<file path="config.mk">
export PLATFORM = sky130hd
export DESIGN_NAME = param_updown_counter
export DESIGN_NICKNAME = d
export VERILOG_FILES = /design/src/rtl/param_updown_counter.sv
export SDC_FILE = /design/constraint.sdc
export NUM_CORES = 1
export LEC_CHECK = 0
export ABC_AREA = 1
export CAP_MARGIN = 15
export CORE_MARGIN = 2
export CORE_UTILIZATION = 39
export DETAILED_ROUTE_END_ITERATION = 6
export GPL_TIMING_DRIVEN = 1
export PLACE_DENSITY = 0.73
export SLEW_MARGIN = 5
export SYNTH_ARGS = -nofsm -noshare
export SYNTH_HDL_FRONTEND = slang
export SYNTH_SLANG_ARGS = --single-unit
</file>
<file path="constraint.sdc">
create_clock -name clk -period 4.3 [get_ports clk]
set_clock_uncertainty 0.2 [all_clocks]
set_input_delay 0.86 -clock clk [delete_from_list [all_inputs] [get_ports clk]]
set_output_delay 0.86 -clock clk [all_outputs]
set_load 0.05 [all_outputs]
</file>
<file path="src/rtl/param_updown_counter.sv">
// param_updown_counter
// Registered up/down counter/accumulator with a programmable step, parallel
// load, wrap-or-saturate bounds handling and carry/borrow event reporting.
// q, zero and tc are all registered so downstream logic sees no
// combinational path from the inputs.
module param_updown_counter #(
  parameter int               WIDTH     = 16,
  parameter logic [WIDTH-1:0] RESET_VAL = '0
) (
  input  logic             clk,
  input  logic             rst,
  input  logic             load,
  input  logic [WIDTH-1:0] load_val,
  input  logic             en,
  input  logic             dir,
  input  logic [WIDTH-1:0] step,
  input  logic             sat,
  input  logic             clr_flag,
  output logic [WIDTH-1:0] q,
  output logic             zero,
  output logic             tc,
  output logic             ovf
);

  logic [WIDTH:0]   sum;
  logic [WIDTH-1:0] diff;
  logic             carry;
  logic             borrow;
  logic             event_hit;
  logic [WIDTH-1:0] count_next;
  logic [WIDTH-1:0] q_next;
  logic             tc_next;
  logic             ovf_next;

  // Raw arithmetic; the extra sum bit is the carry out. Landing exactly on
  // all-ones (up) or on zero (down) is deliberately not an event.
  always_comb begin
    sum    = {1'b0, q} + {1'b0, step};
    carry  = sum[WIDTH];
    diff   = q - step;
    borrow = (step > q);
  end

  // Bound handling: saturate clamps to the crossed bound, wrap keeps the
  // modulo result. A counter parked at a bound still reports each crossing.
  always_comb begin
    if (dir) begin
      event_hit  = carry;
      count_next = (carry && sat) ? {WIDTH{1'b1}} : sum[WIDTH-1:0];
    end else begin
      event_hit  = borrow;
      count_next = (borrow && sat) ? {WIDTH{1'b0}} : diff;
    end
  end

  // Next-state selection with load over enable over hold; a set of the
  // sticky flag beats a simultaneous clear so no event is ever lost.
  always_comb begin
    q_next  = q;
    tc_next = 1'b0;
    if (load) begin
      q_next = load_val;
    end else if (en) begin
      q_next  = count_next;
      tc_next = event_hit;
    end
    if (tc_next) begin
      ovf_next = 1'b1;
    end else if (clr_flag) begin
      ovf_next = 1'b0;
    end else begin
      ovf_next = ovf;
    end
  end

  // State registers; zero is registered from the next value so it lines up
  // with q on the same edge.
  always_ff @(posedge clk or posedge rst) begin
    if (rst) begin
      q    <= RESET_VAL;
      zero <= (RESET_VAL == {WIDTH{1'b0}});
      tc   <= 1'b0;
      ovf  <= 1'b0;
    end else begin
      q    <= q_next;
      zero <= (q_next == {WIDTH{1'b0}});
      tc   <= tc_next;
      ovf  <= ovf_next;
    end
  end

endmodule

</file>
==> out/metrics.cfg <==
[power]
p_int_mw = 0.543
switching_share = 0.536
power_frac_seq = 0.199
comb_power_share = 0.694
clockPowerShare = 0.107
power.density_nw_per_um2 = 292
vdd_drop_max_uv = 226
p_leak_nw = 2.29
total_power_mw = 1.17
p_sw_mw = 0.628

[finish]
mostFrequentLayoutCell = nand2_1
final_cell_mix = nand2_1, inv_1, nor2_1
num-fill-cells = 871
final_cell_count_no_fill = 741
diodes = 0
syn_to_final_growth_pct = 18.9
postLayoutCoreUtil = 0.484
final_nets = 710
drive_gt1_frac = 0.0818

[cts]
cts_setup_buffers = 0
cts_buffers = 3
clock-root-buffer = clkbuf_8
cts.sinks = 19
holdBufCountCts = 0
clk_pin_slew_worst_paths_ns = 0.08
cts_buffer_depth = 2
cts_resized = 0
clock_latency_ns = 0.26
cts_tree = yes
htree_levels = 1

[worst_setup_path]
crit_path_start_kind = input pin
required_ns = 4.30
crit_slowest_cell = clkdlybuf4s50_1
path_common_cell = nand2_1
worst_setup_path_end_kind = register
arrival_ns = 3.73
crit_chain = clkdlybuf4s50_1 > inv_1 > ha_1 > nand2_1 > nand2_1 > nand2_1 > nand2_1 > a21oi_1 > nand3_2 > nand2_1 > inv_1 > nand2_1 > nand3_1 > a21boi_2 > nand2_1 > nor2_1 > nand2_1 > nor2_1
max_stage_delay_ns = 0.48
worstPathMaxFanout = 11
path_class = input pin to register

[place]
dp.cells = 737
finalWeightedCongestion = 0.923
dpl.hpwl_mm = 8.79
io_buffers = 57

[global_routing]
overflow = 0
grt_pass1_vias = 3500
globalRoute.busiestLayer = met2
grt_pass1_wl_mm = 17.0
grt_antenna_before_repair = 0
grt_usage = 0.222
grtUsageMet2 = 0.365
grt_max_degree = 32
use_met3 = 0.0158
met1_usage = 0.323

[drt]
via_per_inst = 5.00
drc = 0
via_count = 3702
drtIter0Drc = 236
wl_per_cell_um = 14.2
postRouteAntennaNets = 0
wl_mm = 10.5
first_pass_iters = 5

[synthesis]
ys_types = 31
syn_area_um2 = 3380
synth_top_area_frac = 0.222
synthTopCellsByArea = nand2_1, dfrtp_1, ha_1, inv_1, nand3_1
synth_seq_area_share = 0.141
ys_ff_latch = 19
yosysWarnings = 0
avgSynthCellArea_um2 = 5.70
synthCells = 593
synth_top_cell_by_area = nand2_1
syn-num-nets = 666

[sta]
worstMarginPinSlew_ns = 0.780
min_period_ns = 3.74
finalSetupViolCount = 0
rsz0062_at_grt = false
finalHoldViolations = 0
min_period_over_period = 0.869
relSlewSlack = 0.480
tns_ns = 0
timing.fmax_mhz = 268
whs_ns = 0.328
drv_slew = 0

[die]
fp-row-count = 33
die_y_um = 97.1
start_util = 0.407
num_io_pins = 58
die_area_um2 = 9430
core_area_um2 = 8300
die_x_um = 97.1

[outcome]
status = completed

[worst_hold_path]
hold_path.class = register to register

[job]
cap_violations = 0

power by group through the flow:
stage / Sequential, mW / Combinational [mW] / Clock (mW)
after floorplan: 0.298 / 0.517 / 0
after global placement: 0.235 / 0.799 / 0
after detailed placement: 0.236 / 0.798 / 0
after CTS: 0.233 / 0.803 / 0.128
after global routing: 0.236 / 0.898 / 0.136
final: 0.234 / 0.813 / 0.125
critical path: cells and delay by family:
family / cells / cell delay (ns)
fa+ha+maj: 1 / 0.42
simple gates: 12 / 1.36
buf+inv: 3 / 0.68
compound gates: 2 / 0.40
cells in the mapped netlist (all sizes together):
cell,instances
a211oi,1
nand4,12
xor2,10
fa,2
clkbuf,4
nor3,6
inv,111
xnor2,2
dfstp,1
a21o,1
nand2,212
or2,2
nand3,58
buf,16
nor2,62
o21ai,4
ha,32
a21oi,22
a21boi,11
o21bai,6
dfrtp,18
cell type report:
class	instances	area, um2	area share
clock buffer	3	41.3	0.0103
clock inverter	1	5.00	0.00125
inverter	111	417	0.104
multi-input combinational	443	2360	0.588
sequential	19	477	0.119
tap	105	131	0.0327
timing repair buffer	59	586	0.146
stage by stage:
| step | worst slack (ns) | instance area (um2) |
|---|---|---|
| final | 0.564 | 4020 |
| after global routing | 0.352 | 4020 |
| after CTS | 0.580 | 4020 |
| after detailed placement | 0.311 | 3970 |
| after global placement | 0.335 | 3970 |
| after floorplan | 1.35 | 3380 |
per-layer routing:
layer	share of wire	wire length (um)	vias to the layer above
met3	0.049	514	8
met1	0.49	5170	1693
li1	-	-	1903
met4	0.0089	94	0
met2	0.45	4730	98
met5	0	0	-
flip-flops by register name, indices dropped and copies added (netlist names):
signal	count
zero	1
ovf	1
q	16
tc	1
final timing paths:
path | from | end | slack, ns | cells after the start
worst max-delay path | step[9] | zero | 0.56 | 18
worst min-delay path | ovf | ovf | 0.33 | 2
worst min register to register | ovf | ovf | 0.33 | 2
max in group asynchronous | rst | tc | 2.57 | 2
min in group asynchronous | rst | q[6] | 0.84 | 2
worst max register to register | q[0] | zero | 1.20 | 19
cells by family after synthesis:
group | after synthesis | synth area share
AND/OR/NAND/NOR | 352 | 0.446
AO/OA/AOI/OAI | 45 | 0.0918
buffers and inverters | 131 | 0.160
XOR/XNOR | 12 | 0.0311
flip-flops | 19 | 0.141
adder cells (fa/ha/maj) | 34 | 0.130
Note: power is estimated with default switching activity, not from simulation.
